--- src/rtl/pdpm_axis_hdr_upsizer.sv ---
// pdpm_axis_hdr_upsizer
// Drops a fixed number of link-header beats from each received packet and packs
// the remaining payload from an IN_W-bit stream into OUT_W-bit words with tkeep
// and tlast. Within an output word, the earliest beat sits in the lowest lane.
// It also counts forwarded packets and runt packets.
//
// Handshake: a beat moves on either side only in a cycle where tvalid && tready.
// The output word is held stable until it transfers. Input is accepted only when
// the output register is empty or is draining in the same cycle.
module pdpm_axis_hdr_upsizer #(
    parameter int IN_W      = 8,
    parameter int OUT_W     = 64,
    parameter int HDR_BEATS = 14,
    parameter int CNT_W     = 32
) (
    input  logic               axis_aclk,
    input  logic               axis_aresetn,
    input  logic [IN_W-1:0]    s_axis_tdata,
    input  logic               s_axis_tvalid,
    input  logic               s_axis_tlast,
    output logic               s_axis_tready,
    output logic [OUT_W-1:0]   m_axis_tdata,
    output logic [OUT_W/8-1:0] m_axis_tkeep,
    output logic               m_axis_tvalid,
    output logic               m_axis_tlast,
    input  logic               m_axis_tready,
    output logic [CNT_W-1:0]   pkt_cnt,
    output logic [CNT_W-1:0]   runt_cnt
);

    localparam int R        = OUT_W / IN_W;
    localparam int KB       = IN_W / 8;
    localparam int KW       = OUT_W / 8;
    localparam int IDX_W    = $clog2(R);
    localparam int HC_W     = (HDR_BEATS > 1) ? $clog2(HDR_BEATS) : 1;
    localparam int HDR_LAST = (HDR_BEATS > 0) ? HDR_BEATS - 1 : 0;

    typedef enum logic {
        ST_HDR,
        ST_PAY
    } state_e;

    state_e           state_q, state_d;
    logic [HC_W-1:0]  hdr_cnt_q, hdr_cnt_d;
    logic [IDX_W-1:0] idx_q, idx_d;
    logic [OUT_W-1:0] acc_q, acc_d;
    logic [KW-1:0]    acc_keep_q, acc_keep_d;
    logic [OUT_W-1:0] m_data_q, m_data_d;
    logic [KW-1:0]    m_keep_q, m_keep_d;
    logic             m_valid_q, m_valid_d;
    logic             m_last_q, m_last_d;
    logic [CNT_W-1:0] pkt_cnt_q, pkt_cnt_d;
    logic [CNT_W-1:0] runt_cnt_q, runt_cnt_d;

    logic             s_fire;
    logic             word_done;
    logic [OUT_W-1:0] acc_wr;
    logic [KW-1:0]    keep_wr;

    // Ready whenever the output slot is free or being emptied this cycle; held low in reset.
    assign s_axis_tready = axis_aresetn & (~m_valid_q | m_axis_tready);
    assign s_fire        = s_axis_tvalid & s_axis_tready;

    assign m_axis_tdata  = m_data_q;
    assign m_axis_tkeep  = m_keep_q;
    assign m_axis_tvalid = m_valid_q;
    assign m_axis_tlast  = m_last_q;
    assign pkt_cnt       = pkt_cnt_q;
    assign runt_cnt      = runt_cnt_q;

    // Next-state: header skipping, lane packing, output register load/drain, statistics.
    always_comb begin
        state_d    = state_q;
        hdr_cnt_d  = hdr_cnt_q;
        idx_d      = idx_q;
        acc_d      = acc_q;
        acc_keep_d = acc_keep_q;
        m_data_d   = m_data_q;
        m_keep_d   = m_keep_q;
        m_valid_d  = m_valid_q;
        m_last_d   = m_last_q;
        pkt_cnt_d  = pkt_cnt_q;
        runt_cnt_d = runt_cnt_q;

        // Accumulator as it would look with the current beat merged into lane idx.
        acc_wr                       = acc_q;
        keep_wr                      = acc_keep_q;
        acc_wr[idx_q*IN_W +: IN_W]   = s_axis_tdata;
        keep_wr[idx_q*KB +: KB]      = '1;
        word_done                    = (idx_q == IDX_W'(R - 1)) | s_axis_tlast;

        if (m_valid_q && m_axis_tready) begin
            m_valid_d = 1'b0;
        end

        if (s_fire) begin
            if (state_q == ST_HDR) begin
                if (s_axis_tlast) begin
                    // Packet ended inside the header: nothing to forward.
                    runt_cnt_d = runt_cnt_q + 1'b1;
                    hdr_cnt_d  = '0;
                end else if (hdr_cnt_q == HC_W'(HDR_LAST)) begin
                    state_d   = ST_PAY;
                    hdr_cnt_d = '0;
                end else begin
                    hdr_cnt_d = hdr_cnt_q + 1'b1;
                end
            end else begin
                if (word_done) begin
                    m_data_d   = acc_wr;
                    m_keep_d   = keep_wr;
                    m_valid_d  = 1'b1;
                    m_last_d   = s_axis_tlast;
                    acc_d      = '0;
                    acc_keep_d = '0;
                    idx_d      = '0;
                    if (s_axis_tlast) begin
                        pkt_cnt_d = pkt_cnt_q + 1'b1;
                        if (HDR_BEATS > 0) begin
                            state_d = ST_HDR;
                        end
                    end
                end else begin
                    acc_d      = acc_wr;
                    acc_keep_d = keep_wr;
                    idx_d      = idx_q + 1'b1;
                end
            end
        end
    end

    // State and output registers; reset drops any partial word and header progress.
    always_ff @(posedge axis_aclk or negedge axis_aresetn) begin
        if (!axis_aresetn) begin
            state_q    <= (HDR_BEATS == 0) ? ST_PAY : ST_HDR;
            hdr_cnt_q  <= '0;
            idx_q      <= '0;
            acc_q      <= '0;
            acc_keep_q <= '0;
            m_data_q   <= '0;
            m_keep_q   <= '0;
            m_valid_q  <= 1'b0;
            m_last_q   <= 1'b0;
            pkt_cnt_q  <= '0;
            runt_cnt_q <= '0;
        end else begin
            state_q    <= state_d;
            hdr_cnt_q  <= hdr_cnt_d;
            idx_q      <= idx_d;
            acc_q      <= acc_d;
            acc_keep_q <= acc_keep_d;
            m_data_q   <= m_data_d;
            m_keep_q   <= m_keep_d;
            m_valid_q  <= m_valid_d;
            m_last_q   <= m_last_d;
            pkt_cnt_q  <= pkt_cnt_d;
            runt_cnt_q <= runt_cnt_d;
        end
    end

endmodule

--- config.mk ---
export PLATFORM = sky130hd
export DESIGN_NAME = pdpm_axis_hdr_upsizer
export DESIGN_NICKNAME = d
export VERILOG_FILES = /design/src/rtl/pdpm_axis_hdr_upsizer.sv
export SDC_FILE = /design/constraint.sdc
export NUM_CORES = 1
export LEC_CHECK = 0
export ABC_AREA = 1
export BUFFER_PORTS_ARGS = -buffer_cell sky130_fd_sc_hd__buf_4
export CAP_MARGIN = 10
export CORE_MARGIN = 2
export CORE_UTILIZATION = 25
export DETAILED_ROUTE_END_ITERATION = 10
export SYNTH_ARGS = -nofsm -noshare
export SYNTH_HDL_FRONTEND = slang
export SYNTH_SLANG_ARGS = --single-unit
--- constraint.sdc ---
create_clock -name axis_aclk -period 4.3 [get_ports axis_aclk]
set_input_delay 0.215 -clock axis_aclk [delete_from_list [all_inputs] [get_ports axis_aclk]]
set_output_delay 0.215 -clock axis_aclk [all_outputs]
set_load 0.05 [all_outputs]
### Word level (Yosys, flattened, before mapping)

Cells that the tools add are included.

| storage, ports and cells | value |
|---|---|
| flip-flop bits (word level) | 218 |
| input bits | 13 |
| logic and storage cells | 51 |
| output and inout bits | 139 |

| cells by class | value |
|---|---|
| muxes and demuxes | 16 |
| shift-type cells | 4 |
| bitwise operators | 6 |
| equal/unequal tests | 2 |
| reduce and logical (&&, ||, !) cells | 6 |
| add/subtract/negate cells | 6 |

Operator list:

| cell | count |
|---|---|
| 32-bit by 1-bit adder with 32-bit output (second input constant) | 2 |
| 64-bit bitwise mux | 1 |
| 64-bit two-way mux | 1 |
| 8-bit by 34-bit variable shift with 64-bit output (first input constant) | 1 |
| 8-bit by 34-bit variable part select with 64-bit output | 1 |
| 3-bit negation with 34-bit output | 1 |
| 6-bit negation with 34-bit output | 1 |
| 1-bit by 34-bit variable shift with 8-bit output (first input constant) | 1 |
| 1-bit by 34-bit variable part select with 8-bit output (first input constant) | 1 |
| 1-bit two-way mux | 9 |
| 8-bit bitwise mux | 1 |
| 4-bit two-way mux | 2 |
| 8-bit two-way mux | 1 |
| 3-bit AND reduction | 2 |
| 4-bit by 1-bit adder with 4-bit output (second input constant) | 1 |
| 4-bit == test (second input constant) | 1 |
| 2-bit AND reduction | 2 |
| 4-bit AND reduction | 1 |
| 3-bit by 1-bit adder with 3-bit output (second input constant) | 1 |
| 3-bit == test (second input constant) | 1 |
| 3-bit two-way mux | 1 |
| 1-bit AND | 2 |
| 1-bit inverter | 2 |
| 1-bit bitwise OR | 2 |
| 1-bit logical AND | 1 |

### Longest topological paths before layout

Gate-level depths: netlist of run 1.

| depth | value |
|---|---|
| depth in word-level cells | 5 |
| depth in mapped cells | 11 |
| mapped depth without buffers | 10 |

### Worst setup path after synthesis of run 1

No wires, ideal clock.

| path | value |
|---|---|
| kind | flip-flop to flip-flop |
| start | reg idx_q[0] |
| end | reg m_data_q[0] (netlist: m_axis_tdata[0]) |
| buffers on the path | 1 |
| setup time | 0.066 ns |
| cell stages (with the launch flop) | 12 |
| slack | 2.046 ns |
| period minus slack after synthesis | 2.254 ns |
| arrival | 2.188 ns |
| required time | 4.234 ns |
| cells stage by stage | dfrtp_1 -> inv_2 -> buf_1 -> ha_1 -> ha_1 -> inv_2 -> nand3_2 -> nor2_2 -> nand2_2 -> o21ai_1 -> nand2_1 -> nand2_1 |

| on the way | value |
|---|---|
| cells in the longest elaborated chain, start to end | 3 |

Ends and longest elaborated chain:

| item | line | RTL |
|---|---|---|
| start: declaration | 45 | `logic [IDX_W-1:0] idx_q, idx_d;` |
| start signal: assignment | 149 | `idx_q <= idx_d;` |
| 6-bit negation with 34-bit output / 3-bit == test (equally long branches) | 88, 90 |  |
| 8-bit by 34-bit variable part select with 64-bit output (tied with other cells) | 88 | `acc_wr[idx_q*IN_W +: IN_W] = s_axis_tdata;` |
| 64-bit bitwise mux / 3-bit AND reduction (equally long branches) | n/a |  |
| end signal: assignment | 152 | `m_data_q <= m_data_d;` |
| end: declaration | 48 | `logic [OUT_W-1:0] m_data_q, m_data_d;` |

Parallel ways exist; a longest one is shown, timed or not.
A chain may end at the register's enable or synchronous reset.

### Final worst setup path of run 1

| path | value |
|---|---|
| start | in axis_aresetn |
| end | reg acc_q[60] |

| on the way | value |
|---|---|
| cells in the longest elaborated chain, start to end | 3 |

Ends and longest elaborated chain:

| item | line | RTL |
|---|---|---|
| start: declaration | 17 | `input logic axis_aresetn,` |
| 1-bit AND | 61 | `assign s_axis_tready = axis_aresetn & (~m_valid_q \| m_axis_tready);` |
| 1-bit AND | 62 | `assign s_fire = s_axis_tvalid & s_axis_tready;` |
| 2-bit AND reduction (no source line) | n/a |  |
| end signal: assignment | 138 | `acc_q <= '0;` |
| end signal: assignment | 150 | `acc_q <= acc_d;` |
| end: declaration | 46 | `logic [OUT_W-1:0] acc_q, acc_d;` |

No other way between the ends.

==> results.yml, run 1 <==
run_status:
  outcome: "completed"
power_and_ir_drop:
  peakVddDrop_mv: 0.396
  leakage_nw: 6.61
  power_frac_comb_pct: 30.5
  pwr_density_cell_nw_per_um2: 507
  sw_frac_of_total_pct: 38.3
  p_int_mw: 4.06
  p_seq_share_pct: 38.6
  power.switching_mw: 2.52
  p_clk_share_pct: 30.9
timing:
  fin_skew_ns: 0.0195
  setup_viol: 0
  fmaxAchievable_mhz: 349
  hold_ws_ns: 0.121
  slew-limit-headroom_pct: 37.5
  post-route-period-util_pct: 66.7
  finalHoldViolations: 0
  worst_pin_slew_ns: 0.937
  finalSetupTns_ns: 0
  final_max_slew_viol_count: 0
  min_period_ns: 2.87
  grt_setup_unrepaired: "false"
detailed_routing:
  first_pass_iters: 5
  via_count: 9148
  ant_nets: 0
  wirelength_um: 29900
  drtIter0Drc: 777
  routed_via_density: 4.43
  wire_per_inst_um: 14.5
  remaining_drc_errors: 0
clock_tree:
  root_buffer: "clkbuf_16"
  cts_max_path_buffers: 3
  numClockSinks: 218
  cts_hold_buf: 3
  clk_pin_slew_ns: 0.06
  cts_setup_buffers: 0
  cts_resized: 0
  clock_latency_ns: 0.55
  cts_tree: "yes"
  numCtsBuffers: 25
  htreeDepth: 1
global_route:
  grt_start_max_net_pins: 129
  use_met3_pct: 2.69
  gr-usage-met2_pct: 22.4
  gr-max-usage-layer: "met2"
  grt_pass1_vias: 8951
  gr-total-overflow: 0
  antenna_found_initial: 0
  grt_pass1_wl_um: 48100
  grt_usage_pct: 13.5
  grt_util_met1_pct: 18.2
floorplan:
  die-area_um2: 44000
  io_pins: 152
  die_y_um: 210
  die_width_um: 210
  initial_core_util_pct: 25.3
  fp-row-count: 75
  core_um2: 41900
synthesis:
  synth_nets: 1395
  ys_seq_elements: 218
  ys_seq_area_share_pct: 51.6
  syn_avg_cell_area_um2: 7.71
  ys_warn_count: 0
  netlist_area_um2: 10600
  synthDistinctLibCells: 34
  synthCells: 1371
final_layout:
  layout_commonest_cell: "nand2_1"
  layout.nets: 1539
  layout.cells.most_common_list: "nand2_1 (661), dfrtp_1 (218), buf_4 (156)"
  antenna-diode-count: 0
  fill_cells: 4444
  syn2layout_area_growth_pct: 22.8
  drive_gt1_share_pct: 14.6
placed_design:
  portBuffers: 151
  post-dp-hpwl_um: 21400
  gp_congestion: 0.886
worst_setup_path:
  crit_fanout: 52
  crit_buf_inv: 4
  cp_slowest_cell: "nor2_4"
  arrival_ns: 3.34
  cp_top_family: "buffers and inverters"
  reg2reg_slack_ns: 1.48
  end_kind: "register"
  critPathLaunch: "axis_aresetn"
  reg2reg_to: "acc_q[60]"
  crit_chain: "dlygate4sd3_1 > buf_8 > nand3_4 > nor2_8 > inv_2 > nor2_4 > buf_4 > nand2_1 > nand2_1"
  reg2reg_depth: 8
  crit_top_cell: "nand2_1"
  crit_type: "in -> reg"
  cp.required_ns: 4.78
  cp_slowest_stage_delay_ns: 0.77
  r2r-start: "m_axis_tvalid"
  worst_setup_path_start_kind: "primary input"
flow_run:
  drv_cap: 0
hold_path:
  hold_path_class: "in -> async"
[per-layer routing]
layer,part of all wire (%),vias to the layer above
li1,-,4537
met2,47,256
met3,5.5,39
met5,0,-
met1,46,4316
met4,1.7,0
[flip-flops by register name, indices dropped and copies added (netlist names)]
signal and flops:
acc_keep_q 8, acc_q 64, hdr_cnt_q 4, idx_q 3
m_axis_tdata 64, m_axis_tkeep 8, m_axis_tlast 1, m_axis_tvalid 1
pkt_cnt 32, runt_cnt 32, state_q 1
[synth_stat cells]
cell | count | area, um^2
nand4_2 | 1 | 12.5
ha_1 | 11 | 138
buf_2 | 20 | 100
o21ai_0 | 43 | 215
buf_4 | 5 | 37.5
nand4_4 | 1 | 21.3
nand3_2 | 5 | 50.1
clkbuf_1 | 12 | 45.0
nor3_1 | 24 | 120
nor2_1 | 106 | 398
nand3_4 | 2 | 35.0
o31ai_1 | 1 | 7.51
xor2_1 | 13 | 114
nor2_2 | 3 | 18.8
nand3b_1 | 8 | 60.1
xnor2_1 | 26 | 228
nor2_8 | 1 | 20.0
inv_2 | 9 | 33.8
inv_1 | 89 | 334
nand2_1 | 661 | 2480
nand4_1 | 16 | 100
nand2_2 | 4 | 25.0
o21a_1 | 2 | 15.0
nor2_4 | 3 | 33.8
dfrtp_1 | 218 | 5460
buf_1 | 1 | 3.75
a21oi_1 | 3 | 15.0
buf_6 | 6 | 67.6
o22ai_1 | 1 | 6.26
clkinv_1 | 1 | 3.75
nand3_1 | 39 | 195
and2_1 | 1 | 6.26
o21ai_1 | 34 | 170
and3_1 | 1 | 6.26
[worst max-delay path by stage]
stage / endpoint / slack, ns / cells after the start
floorplan: m_axis_tdata[0] / 2.05 / 11
global placement: acc_q[62] / 1.48 / 8
detailed placement: acc_q[46] / 1.43 / 8
CTS: acc_q[57] / 1.40 / 9
global route: acc_q[48] / 1.14 / 9
finish: acc_q[60] / 1.43 / 9
[worst register-to-register path, stage by stage (launching register included)]
cell and delay (ns):
dfrtp_1 0.40, nand2_2 0.12, nand3_4 0.13, nor2_8 0.34
inv_2 0.47, nor2_4 0.77, buf_4 0.38, nand2_1 0.09
nand2_1 0.06
[layout make-up]
type	count	area (um^2)	area share, %
multi-input cells	1010	4490	34.6
well taps	539	674	5.19
flip-flops and latches	218	5460	42.0
clock inverters	8	72.6	0.559
repair buffers	161	1240	9.52
clock buffers	32	682	5.25
inverters	99	372	2.86
[through the flow]
step	instances	cell area (um^2)	setup WS (ns)	total power [mW]	utilization [%]
floorplan	1371	10600	2.05	3.95	-
global placement	2024	12200	1.48	4.57	29.1
detailed placement	2024	12200	1.43	4.59	29.1
CTS	2067	13000	1.40	6.66	31.0
global route	2067	13000	1.14	6.93	31.0
finish	2067	13000	1.43	6.58	31.0
[power by group through the flow]
stage | logic (mW) | clock network (mW) | registers [mW]
6_report | 2.01 | 2.03 | 2.54
5_1_grt | 2.18 | 2.17 | 2.58
4_1_cts | 2.03 | 2.09 | 2.54
3_5_place_dp | 2.02 | 0 | 2.57
3_3_place_gp | 2.00 | 0 | 2.57
2_1_floorplan | 0.781 | 0 | 3.17
[cell families (layout without fill, tap and decap cells)]
logic type,count (synthesis),in the layout,share of synthesized area (%)
buffers and inverters,143,300,5.92
flip-flops,218,218,51.6
XOR/XNOR,39,39,3.23
adder cells (fa/ha/maj),11,11,1.30
AO/OA/AOI/OAI,84,84,4.06
AND/OR/NAND/NOR,876,876,33.9
No activity file was read; power rests on OpenSTA's default activity.
==> run 2, diff against run 1 <==
--- a/config.mk
+++ b/config.mk
@@ -5,7 +5,7 @@
 export SDC_FILE = /design/constraint.sdc
 export NUM_CORES = 1
 export LEC_CHECK = 0
-export ABC_AREA = 1
+export ABC_AREA = 0
 export BUFFER_PORTS_ARGS = -buffer_cell sky130_fd_sc_hd__buf_4
 export CAP_MARGIN = 10
 export CORE_MARGIN = 2
==> constraint.sdc (replaced) <==
create_clock -name axis_aclk -period 2.9 [get_ports axis_aclk]
set_input_delay 0.145 -clock axis_aclk [delete_from_list [all_inputs] [get_ports axis_aclk]]
set_output_delay 0.145 -clock axis_aclk [all_outputs]
set_load 0.05 [all_outputs]
==> run 2 against run 1 <==
Compared with the run above: sequential power is 31% higher; power up 19%; register-to-register slack lost 1.2 ns; synthesized cell count down 33%; core utilization up 0.73 points; worst setup slack got worse by 1.2 ns; worst hold slack lost 0.067 ns; routed wire length decreased by 4.8%; critical path depth down 2; area after synthesis down 5.6%; non-clock buffer count up 26; critical endpoint is now acc_q[1]; largest cell class unchanged; largest power group unchanged.
==> results.yml, run 2 <==
detailed_routing:
  wire_per_inst_um: 17.7
  routed_via_density: 4.85
  via_count: 7817
  ant_nets: 0
  first_pass_iters: 5
  drtIter0Drc: 567
  remaining_drc_errors: 0
  wirelength_um: 28500
clock_tree:
  root_buffer: "clkbuf_16"
  numCtsBuffers: 25
  cts_tree: "yes"
  clk_pin_slew_ns: 0.06
  cts_setup_buffers: 0
  numClockSinks: 218
  clock_latency_ns: 0.54
  htreeDepth: 1
  cts_max_path_buffers: 3
synthesis:
  async_flop_share_pct: 100
  ys_warn_count: 0
  synth_top_area_cell: "dfrtp_1"
  yosys-top-cells-count: "dfrtp_1 (218), o21ai_0 (103), a21oi_1 (48), nand3_1 (48)"
  yosysMostFrequentCell: "dfrtp_1"
  synth_nets: 948
  syn_avg_cell_area_um2: 10.8
  synth_edf_count: 0
  ys_seq_elements: 218
  synthCells: 924
  ys_seq_area_share_pct: 54.7
  synthTopCellsByArea: "dfrtp_1 (55%), o21ai_0 (5.2%), xnor2_1 (3.5%)"
  netlist_area_um2: 9980
  ys.flop_type: "dfrtp_1"
  synth_top_area_share_pct: 54.7
  synthDistinctLibCells: 48
worst_setup_path:
  end_kind: "register"
  crit_fanout: 10
  arrival_ns: 3.13
  crit_type: "reg -> reg"
  reg2reg_depth: 7
  r2r-start: "idx_q[1]"
  reg2reg_slack_ns: 0.23
  cp.required_ns: 3.37
  critPathLaunch: "idx_q[1]"
  reg2reg_to: "acc_q[1]"
  worst_setup_path_start_kind: "register"
floorplan:
  die_width_um: 204
  fp-row-count: 73
  die_y_um: 204
  core_um2: 39500
  die-area_um2: 41500
  initial_core_util_pct: 25.2
  io_pins: 152
global_route:
  grt_usage_pct: 13.7
  antenna_found_initial: 0
  grt_start_max_net_pins: 150
  grt_pass1_wl_um: 45300
  grt_pass1_vias: 7754
  gr-total-overflow: 0
power_and_ir_drop:
  peakVddDrop_mv: 0.415
  finalPower_mw: 7.85
  leakage_nw: 5.74
  pwr_density_cell_nw_per_um2: 625
timing:
  fmaxAchievable_mhz: 375
  setup_viol: 0
  grt_setup_unrepaired: "false"
  slew-limit-headroom_pct: 27.9
  fin_skew_ns: 0.0166
  worst_pin_slew_ns: 1.08
  finalSetupTns_ns: 0
  finalHoldViolations: 0
  final_max_slew_viol_count: 0
  min_period_ns: 2.67
  post-route-period-util_pct: 92.0
final_layout:
  layout_commonest_cell: "dfrtp_1"
  drive_gt1_share_pct: 21.9
  layout.nets: 1095
  layout.cells.most_common_list: "dfrtp_1 (218), buf_4 (173), o21ai_0 (102)"
  utilization_pct: 31.8
  syn2layout_area_growth_pct: 25.9
placed_design:
  post-dp-hpwl_um: 19500
  gp_congestion: 0.772
  portBuffers: 151
flow_run:
  drv_cap: 0
hold_path:
  holdPathStages: 4
  whs_endpoint: "m_axis_tvalid"
  hold_path_class: "in -> reg"
  min_from: "m_axis_tready"
run_status:
  outcome: "completed"
[run 2: worst max-delay path by stage]
stage	end
final	acc_q[1]
after CTS	acc_q[1]
after global placement	acc_q[5]
after global routing	acc_q[5]
after floorplan	acc_q[0]
after detailed placement	acc_q[7]
[run 2: what timing repair did]
item | CTS | global route
resized for setup | 0 | 1
setup endpoints to repair | 0 | 7
endpoints found under the hold margin | 111 | 0
hold buffers | 11 | 0
[run 2: cells by family (layout without fill, tap and decap cells)]
family / after synthesis / count (layout) / share of synthesized area (%)
other cells: 0 / 1 / 0
compound gates: 254 / 254 / 16.1
buf+inv: 83 / 244 / 3.62
simple gates: 265 / 265 / 15.7
xor+xnor: 63 / 63 / 5.53
flops: 218 / 218 / 54.7
fa+ha+maj: 11 / 11 / 1.38
mux: 30 / 30 / 3.03
[run 2: layer usage]
layer / global-route usage [%] / part of all wire, % / vias to the layer above
met5: 0 / 0 / -
met4: 2.55 / 1.6 / 0
met1: 19.6 / 47 / 3884
li1: - / - / 3670
met2: 21.4 / 45 / 227
met3: 2.78 / 6.0 / 36
[run 2: worst max-delay path: stages, from the launching register on]
cell and delay (ns):
dfrtp_1 0.53, inv_1 0.14, ha_1 0.24, ha_1 0.44
nor2_1 0.19, and3_1 0.40, and4_1 0.47, a22o_1 0.19
[run 2: area by class of cell]
class                   instances  area, um^2
multi-input cells             623        4180
fillers                      4041       27000
repair buffers                187        1460
diodes                          1        2.50
flip-flops and latches        218        5460
inverters                      16        60.1
clock buffers                  34         689
clock inverters                 7        46.3
well taps                     525         657
[run 2: per-stage QoR]
stage               setup slack [ns]  area, um^2  hold WS (ns)  cells
floorplan                      0.229        9980        -0.151    924
global placement               0.370       11700        0.0289   1558
detailed placement             0.222       11700        0.0313   1558
CTS                            0.208       12600        0.0124   1610
global route                  0.0736       12600        0.0570   1610
finish                         0.233       12600        0.0535   1611
[run 2: where the power goes]
part / total (mW) / internal (mW) / switching, mW
logic: 1.60 / 0.482 / 1.12
clock network: 2.91 / 1.65 / 1.26
registers: 3.33 / 3.19 / 0.147
total: 7.85 / 5.32 / 2.53
